### src/rtl/collector_pkg.sv
// Shared definitions for the output-buffer collector.
//   DATA_WIDTH_DEF : default systolic-array element width (results are 2x wide)
//   NUM_CH         : number of output buffers feeding the collector
//   ST_*           : collector FSM state encoding
//   next_ptr       : round-robin pointer advance, modulo NUM_CH
package collector_pkg;

    localparam int DATA_WIDTH_DEF = 8;
    localparam int NUM_CH         = 3;

    localparam logic [1:0] ST_SEL  = 2'd0;
    localparam logic [1:0] ST_LOAD = 2'd1;
    localparam logic [1:0] ST_SEND = 2'd2;

    function automatic logic [1:0] next_ptr(input logic [1:0] ch);
        return (ch == 2'd2) ? 2'd0 : ch + 2'd1;
    endfunction

endpackage

### src/rtl/obf_collector_if.sv
// Bus between three output buffers, the collector and the downstream sink.
//   obfN_empty/err/out : buffer status and read data (data is signed)
//   obfN_rd_en         : buffer read strobes (data follows one cycle later)
//   out_*              : serialized result stream with valid/ready handshake
//   frame_done/err_any : frame-end pulse and sticky error
// modport slave is the collector's view; master is the surrounding system.
interface obf_collector_if #(
    parameter int DATA_WIDTH = collector_pkg::DATA_WIDTH_DEF
) ();

    logic                           obf0_empty, obf1_empty, obf2_empty;
    logic                           obf0_err,   obf1_err,   obf2_err;
    logic signed [2*DATA_WIDTH-1:0] obf0_out,   obf1_out,   obf2_out;
    logic                           obf0_rd_en, obf1_rd_en, obf2_rd_en;
    logic        [2*DATA_WIDTH-1:0] out_data;
    logic        [1:0]              out_ch;
    logic                           out_valid;
    logic                           out_ready;
    logic                           frame_done;
    logic                           err_any;

    modport slave (
        input  obf0_empty, obf1_empty, obf2_empty,
        input  obf0_err,   obf1_err,   obf2_err,
        input  obf0_out,   obf1_out,   obf2_out,
        input  out_ready,
        output obf0_rd_en, obf1_rd_en, obf2_rd_en,
        output out_data, out_ch, out_valid, frame_done, err_any
    );

    modport master (
        output obf0_empty, obf1_empty, obf2_empty,
        output obf0_err,   obf1_err,   obf2_err,
        output obf0_out,   obf1_out,   obf2_out,
        output out_ready,
        input  obf0_rd_en, obf1_rd_en, obf2_rd_en,
        input  out_data, out_ch, out_valid, frame_done, err_any
    );

endinterface

### src/rtl/rr_arb3.sv
// Three-way round-robin arbiter, purely combinational.
//   request : one bit per buffer, high when that buffer has data
//   ptr     : highest-priority index for this search (0..2)
//   grant   : one-hot winner, all zero when nothing is requested
//   found   : any request granted
module rr_arb3
    import collector_pkg::*;
(
    input  logic [2:0] request,
    input  logic [1:0] ptr,
    output logic [2:0] grant,
    output logic       found
);

    localparam int unsigned NCH = NUM_CH;

    int unsigned idx;

    always_comb begin
        grant = '0;
        found = 1'b0;
        idx   = 0;
        for (int unsigned i = 0; i < NCH; i++) begin
            idx = (32'(ptr) + i) % NCH;
            if (!found && request[idx[1:0]]) begin
                grant[idx[1:0]] = 1'b1;
                found           = 1'b1;
            end
        end
    end

endmodule

### src/rtl/obf_collector.sv
// Collects results from three output buffers and serializes them onto one
// valid/ready stream, tagging each with its source buffer index.
//   clk, rst_n : clock (rising edge), asynchronous active-low reset
//   bus        : obf_collector_if.slave (buffer side + output stream)
// Parameters: DATA_WIDTH (element width, results 2x), OUT_NUM (results per
// frame), RELU_EN (clamp negative results to zero).
module obf_collector
    import collector_pkg::*;
#(
    parameter int DATA_WIDTH = DATA_WIDTH_DEF,
    parameter int OUT_NUM    = 27,
    parameter int RELU_EN    = 1
) (
    input  logic                  clk,
    input  logic                  rst_n,
    obf_collector_if.slave        bus
);

    localparam int RW    = 2 * DATA_WIDTH;
    localparam int CNT_W = $clog2(OUT_NUM + 1);

    logic [1:0]       state_q,    state_d;
    logic [1:0]       ptr_q,      ptr_d;
    logic [1:0]       sel_q,      sel_d;
    logic [1:0]       out_ch_q,   out_ch_d;
    logic [RW-1:0]    out_data_q, out_data_d;
    logic [CNT_W-1:0] cnt_q,      cnt_d;
    logic             err_q,      err_d;

    logic [2:0]       request;
    logic [2:0]       grant;
    logic             found;
    logic [2:0]       rd_en;
    logic             frame_done;
    logic [RW-1:0]    raw_data;
    logic [RW-1:0]    relu_data;

    assign request = ~{bus.obf2_empty, bus.obf1_empty, bus.obf0_empty};

    rr_arb3 u_arb (
        .request (request),
        .ptr     (ptr_q),
        .grant   (grant),
        .found   (found)
    );

    // Read data arrives one cycle after the strobe, so it is taken in LOAD
    // from the buffer remembered in sel_q.
    always_comb begin
        case (sel_q)
            2'd0:    raw_data = bus.obf0_out;
            2'd1:    raw_data = bus.obf1_out;
            default: raw_data = bus.obf2_out;
        endcase
        relu_data = ((RELU_EN != 0) && raw_data[RW-1]) ? '0 : raw_data;
    end

    always_comb begin
        state_d    = state_q;
        ptr_d      = ptr_q;
        sel_d      = sel_q;
        out_ch_d   = out_ch_q;
        out_data_d = out_data_q;
        cnt_d      = cnt_q;
        rd_en      = '0;
        frame_done = 1'b0;
        err_d      = err_q | bus.obf0_err | bus.obf1_err | bus.obf2_err;

        case (state_q)
            ST_SEL: begin
                // rst_n gate keeps strobes low while reset is held
                if (found && rst_n) begin
                    rd_en   = grant;
                    sel_d   = grant[1] ? 2'd1 : (grant[2] ? 2'd2 : 2'd0);
                    state_d = ST_LOAD;
                end
            end
            ST_LOAD: begin
                out_data_d = relu_data;
                out_ch_d   = sel_q;
                ptr_d      = next_ptr(sel_q);
                state_d    = ST_SEND;
            end
            ST_SEND: begin
                if (bus.out_ready) begin
                    state_d = ST_SEL;
                    if (cnt_q == CNT_W'(OUT_NUM - 1)) begin
                        cnt_d      = '0;
                        frame_done = 1'b1;
                    end else begin
                        cnt_d = cnt_q + CNT_W'(1);
                    end
                end
            end
            default: state_d = ST_SEL;
        endcase
    end

    always_ff @(posedge clk or negedge rst_n) begin
        if (!rst_n) begin
            state_q    <= ST_SEL;
            ptr_q      <= '0;
            sel_q      <= '0;
            out_ch_q   <= '0;
            out_data_q <= '0;
            cnt_q      <= '0;
            err_q      <= 1'b0;
        end else begin
            state_q    <= state_d;
            ptr_q      <= ptr_d;
            sel_q      <= sel_d;
            out_ch_q   <= out_ch_d;
            out_data_q <= out_data_d;
            cnt_q      <= cnt_d;
            err_q      <= err_d;
        end
    end

    assign bus.obf0_rd_en = rd_en[0];
    assign bus.obf1_rd_en = rd_en[1];
    assign bus.obf2_rd_en = rd_en[2];
    assign bus.out_data   = out_data_q;
    assign bus.out_ch     = out_ch_q;
    assign bus.out_valid  = (state_q == ST_SEND);
    assign bus.frame_done = frame_done;
    assign bus.err_any    = err_q;

endmodule

### src/flat_wrapper.sv
// flat-port wrapper written by rule: the top's interface ports become plain ports
module obf_collector_flat import collector_pkg::*;
#(
    parameter int DATA_WIDTH = DATA_WIDTH_DEF,
    parameter int OUT_NUM    = 27,
    parameter int RELU_EN    = 1
)
  (clk, rst_n, bus_obf0_empty, bus_obf1_empty, bus_obf2_empty, bus_obf0_err, bus_obf1_err, bus_obf2_err, bus_obf0_out, bus_obf1_out, bus_obf2_out, bus_out_ready, bus_obf0_rd_en, bus_obf1_rd_en, bus_obf2_rd_en, bus_out_data, bus_out_ch, bus_out_valid, bus_frame_done, bus_err_any);
  obf_collector_if #(.DATA_WIDTH(DATA_WIDTH)) bus_i ();
  input  logic clk;
  input  logic rst_n;
  input wire logic [$bits(bus_i.obf0_empty)-1:0] bus_obf0_empty;
  input wire logic [$bits(bus_i.obf1_empty)-1:0] bus_obf1_empty;
  input wire logic [$bits(bus_i.obf2_empty)-1:0] bus_obf2_empty;
  input wire logic [$bits(bus_i.obf0_err)-1:0] bus_obf0_err;
  input wire logic [$bits(bus_i.obf1_err)-1:0] bus_obf1_err;
  input wire logic [$bits(bus_i.obf2_err)-1:0] bus_obf2_err;
  input wire logic [$bits(bus_i.obf0_out)-1:0] bus_obf0_out;
  input wire logic [$bits(bus_i.obf1_out)-1:0] bus_obf1_out;
  input wire logic [$bits(bus_i.obf2_out)-1:0] bus_obf2_out;
  input wire logic [$bits(bus_i.out_ready)-1:0] bus_out_ready;
  output wire logic [$bits(bus_i.obf0_rd_en)-1:0] bus_obf0_rd_en;
  output wire logic [$bits(bus_i.obf1_rd_en)-1:0] bus_obf1_rd_en;
  output wire logic [$bits(bus_i.obf2_rd_en)-1:0] bus_obf2_rd_en;
  output wire logic [$bits(bus_i.out_data)-1:0] bus_out_data;
  output wire logic [$bits(bus_i.out_ch)-1:0] bus_out_ch;
  output wire logic [$bits(bus_i.out_valid)-1:0] bus_out_valid;
  output wire logic [$bits(bus_i.frame_done)-1:0] bus_frame_done;
  output wire logic [$bits(bus_i.err_any)-1:0] bus_err_any;
  assign bus_i.obf0_empty = bus_obf0_empty;
  assign bus_i.obf1_empty = bus_obf1_empty;
  assign bus_i.obf2_empty = bus_obf2_empty;
  assign bus_i.obf0_err = bus_obf0_err;
  assign bus_i.obf1_err = bus_obf1_err;
  assign bus_i.obf2_err = bus_obf2_err;
  assign bus_i.obf0_out = bus_obf0_out;
  assign bus_i.obf1_out = bus_obf1_out;
  assign bus_i.obf2_out = bus_obf2_out;
  assign bus_i.out_ready = bus_out_ready;
  assign bus_obf0_rd_en = bus_i.obf0_rd_en;
  assign bus_obf1_rd_en = bus_i.obf1_rd_en;
  assign bus_obf2_rd_en = bus_i.obf2_rd_en;
  assign bus_out_data = bus_i.out_data;
  assign bus_out_ch = bus_i.out_ch;
  assign bus_out_valid = bus_i.out_valid;
  assign bus_frame_done = bus_i.frame_done;
  assign bus_err_any = bus_i.err_any;
  obf_collector #(.DATA_WIDTH(DATA_WIDTH), .OUT_NUM(OUT_NUM), .RELU_EN(RELU_EN)) u_core (.clk(clk), .rst_n(rst_n), .bus(bus_i));
endmodule
### config.mk
export PLATFORM = sky130hd
export DESIGN_NAME = obf_collector_flat
export DESIGN_NICKNAME = d
export VERILOG_FILES = /design/src/rtl/collector_pkg.sv /design/src/rtl/obf_collector_if.sv /design/src/rtl/rr_arb3.sv /design/src/rtl/obf_collector.sv /design/src/flat_wrapper.sv
export SDC_FILE = /design/constraint.sdc
export NUM_CORES = 1
export LEC_CHECK = 0
export ABC_AREA = 0
export ABC_CLOCK_PERIOD_IN_PS = 2350
export CORE_MARGIN = 2
export CORE_UTILIZATION = 38
export CTS_CLUSTER_DIAMETER = 30
export DETAILED_ROUTE_END_ITERATION = 10
export GPL_TIMING_DRIVEN = 0
export HOLD_SLACK_MARGIN = 0.1
export PLACE_DENSITY_LB_ADDON = 0.1
export SLEW_MARGIN = 10
export SYNTH_ARGS = -nofsm -noshare
export SYNTH_HDL_FRONTEND = slang
export SYNTH_SLANG_ARGS = --single-unit
### constraint.sdc
create_clock -name clk -period 2.35 [get_ports clk]
set_input_delay 0.5875 -clock clk [delete_from_list [all_inputs] [get_ports clk]]
set_output_delay 0.5875 -clock clk [all_outputs]
set_load 0.05 [all_outputs]
==> metrics.cfg <==
[sta]
slew_violations=0
finalSetupViolCount=3
fin_crit_ps=2900
finalCritPeriodShare_pct=123.4
tns_ps=-1510
fmax_mhz=344.8
fin_skew_ps=1.520
slew_headroom_pct=56.69
timing.hold.ws_ps=335.9
hold_viol=0
setup_slack_ps=-550.0
grt_setup_unrepaired=true
worst_pin_slew_ps=649.7

[critical_path]
cp.required_ps=1760
worstPathMaxFanout=8
cp-start-kind=flop
cp.arrival_ps=2310
cp-startpoint=u_core.ptr_q[0]
slowest_stage=a2111o_1
rr_endpoint=u_core.sel_q[0]
max_stage_delay_ps=540
path_class=flop to output pin
regToRegSetupSlack_ps=230
crit_path_cell_trace=buf_4, ha_4, o221ai_2, o41ai_2, a2111o_1, a311oi_4, buf_6
crit-reg2reg-launch=u_core.ptr_q[1]
r2r_cells=8
end_kind=output pin
cp-endpoint=bus_obf0_rd_en

[route]
ant_nets=0
drc_errors=0
routed_wl_um=4934
vias_per_cell=5.192
avgRoutedWirePerCell_um=13.94
firstDrtPassIters=4
routed-via-count=1838
drt_iter0_markers=82

[global_routing]
grt_pass1_vias=1757
antenna_found_initial=0
grt_util_met3_pct=4.972
busiest_layer=met2
grt_pass1_wl_um=8148
grt_max_degree=31
gr-total-overflow=0
gr-usage-met1_pct=26.64
met2_usage_pct=31.92
track_usage_pct=19.80

[synth]
synth_flop_cell=dfrtp_1
ys_ff_latch=29
yosys_warnings=0
yosysSeqAreaShare_pct=40.53
ys_async_sr_fraction_pct=100.0
synth.net_count=265
syn_area_um2=1790
synth_edf_count=0
synth.distinct_cells=33
synth_cells=202
synth.avg_cell_area_um2=8.864

[placed_design]
dp.cells=333
gp_congestion=0.7743
dpl.hpwl_um=3582
io_buffers=79

[die]
io_pins=81
die_h_um=72.64
num_rows=24
dieArea_um2=5277
core-area_um2=4444
die_w_um=72.64
initial_utilization_pct=40.29

[cts]
clk_pin_slew_worst_paths_ps=60
cts_tree=done
root_buffer=clkbuf_8
cts_max_level=2
cts_buffer_depth=2
cts.sink_count=29
cts_buffers=5
insertion_delay_ps=270
cts_hold_buf=0

[cells_and_area]
final_layout_size_suffix_gt1_share_pct=17.22
layoutNonFillerInstCount=354
diodes=0
syn_to_final_growth_pct=66.53
nets=364

[power_and_ir_drop]
p_comb_share_pct=64.4
powerDensity_nw_per_um2=1394
leakage_nw=1.276
intPower_mw=2.269
p_clk_share_pct=14.7
p_switching_mw=1.888
pwr-share-seq_pct=20.9
sw_frac_of_total_pct=45.42
max-vdd-ir-drop_mv=0.8149

[run_status]
outcome=complete, but fails checks
violations=negative setup slack

[worst_hold_path]
hp-class=primary input to async pin

[flow_run]
drv_cap=0

[Yosys cell counts, drive strengths merged, types with 3 or more instances]
cell | instances | area, um2
nor2 | 21 | 78.83
inv | 7 | 26.28
buf | 5 | 48.79
clkbuf | 8 | 40.04
nand2b | 4 | 25.02
dfrtp | 29 | 725.7
mux2i | 21 | 210.2
o21ai | 24 | 120.1
ha | 6 | 75.07
a21oi | 20 | 100.1
nand3 | 3 | 15.01
nand2 | 27 | 101.4
mux2 | 3 | 33.78
[power groups by stage]
stage	logic, mW	clock network [mW]	registers, mW
2_1_floorplan	1.17	0	1.34
3_3_place_gp	2.33	0	0.864
3_5_place_dp	2.35	0	0.868
4_1_cts	2.64	0.625	0.874
5_1_grt	2.87	0.653	0.901
6_report	2.68	0.611	0.868
[placed cells by master, fill, tap and decap left out, types with 2 or more instances in the layout]
| cell | instances |
|---|---|
| clkdlybuf4s50_1 | 70 |
| dfrtp_1 | 28 |
| nand2_1 | 27 |
| o21ai_0 | 24 |
| mux2i_1 | 21 |
| nor2_1 | 20 |
| a21oi_1 | 18 |
| buf_4 | 14 |
| buf_6 | 7 |
| clkbuf_1 | 7 |
| inv_1 | 5 |
| clkbuf_8 | 5 |
| nand2b_1 | 4 |
| mux2_2 | 3 |
| nand3_1 | 3 |
| ha_4 | 3 |
| dlygate4sd2_1 | 3 |
| inv_2 | 2 |
| a21oi_2 | 2 |
| nand4b_1 | 2 |
| o211ai_1 | 2 |
| a21o_1 | 2 |
| a22o_1 | 2 |
| o31ai_1 | 2 |
| ha_1 | 2 |
| bufinv_16 | 2 |
| buf_2 | 2 |
[critical path: cells and delay by family (launching register included)]
kind	cells	cell delay, ps
AO/OA/AOI/OAI	4	1070
buffers and inverters	2	340
flip-flops	1	440
adder cells (fa/ha/maj)	1	180
[routing by layer]
layer / part of all wire [%] / vias up / wire length, um
li1: - / 910 / -
met1: 45 / 856 / 2202
met2: 48 / 61 / 2363
met3: 5.7 / 11 / 283
met4: 1.7 / 0 / 85
met5: 0 / - / 0
[worst min path at each step]
stage          depth (start not counted)  slack (ps)                    from                endpoint
6_report                               1         340                   rst_n  u_core.bus.out_data[2]
5_1_grt                                1         390                   rst_n  u_core.bus.out_data[2]
4_1_cts                                1         360                   rst_n  u_core.bus.out_data[2]
3_5_place_dp                           1         470      u_core.bus.err_any      u_core.bus.err_any
3_3_place_gp                           2         460  u_core.bus.out_data[2]  u_core.bus.out_data[2]
2_1_floorplan                          0         290                   rst_n      u_core.bus.err_any
[stage by stage]
| step | instance area, um2 | utilization (%) | setup slack, ps | total power, mW |
|---|---|---|---|---|
| after floorplan | 1827 | - | -387.0 | 2.513 |
| after global placement | 2683 | 60.36 | -1950 | 3.191 |
| after detailed placement | 2678 | 60.25 | -1466 | 3.214 |
| after CTS | 2980 | 67.06 | -547.8 | 4.140 |
| after global routing | 2982 | 67.09 | -629.3 | 4.426 |
| final | 2982 | 67.09 | -550.0 | 4.157 |
[layout make-up]
cell class                 count  area (um2)
buffer                        12       78.83
clock buffer                   5       68.82
sequential                    29       726.9
clock inverter                 3       65.06
tap                           52       65.06
inverter                       7       26.28
multi-input combinational    153        1055
timing repair buffer          93       895.9
fill                         366        1463
[logic make-up (layout without fill, tap and decap cells)]
| logic type | after synthesis | count (layout) | synth area share [%] |
|---|---|---|---|
| buffers and inverters | 20 | 120 | 6.429 |
| muxes | 24 | 24 | 13.63 |
| DFF | 29 | 29 | 40.53 |
| adders and majority gates | 6 | 6 | 4.193 |
| and+or+nand+nor | 65 | 65 | 16.42 |
| AOI/OAI and AO/OA | 57 | 57 | 18.59 |
| other | 1 | 1 | 0.2094 |
[registers in the layout, indices dropped and copies added (netlist names)]
signal / count
u_core.sel_q: 2
u_core.bus.out_ch: 2
u_core.bus.err_any: 1
u_core.bus.out_data: 15
u_core.state_q: 2
u_core.ptr_q: 2
u_core.cnt_q: 5
[repair_timing]
action,in CTS,in global routing
pin swaps,7,3
gates resized for setup,44,4
endpoints found under the setup margin,4,5
setup buffers,12,2
cloned,0,0
Power figures use the tool's default switching activity.
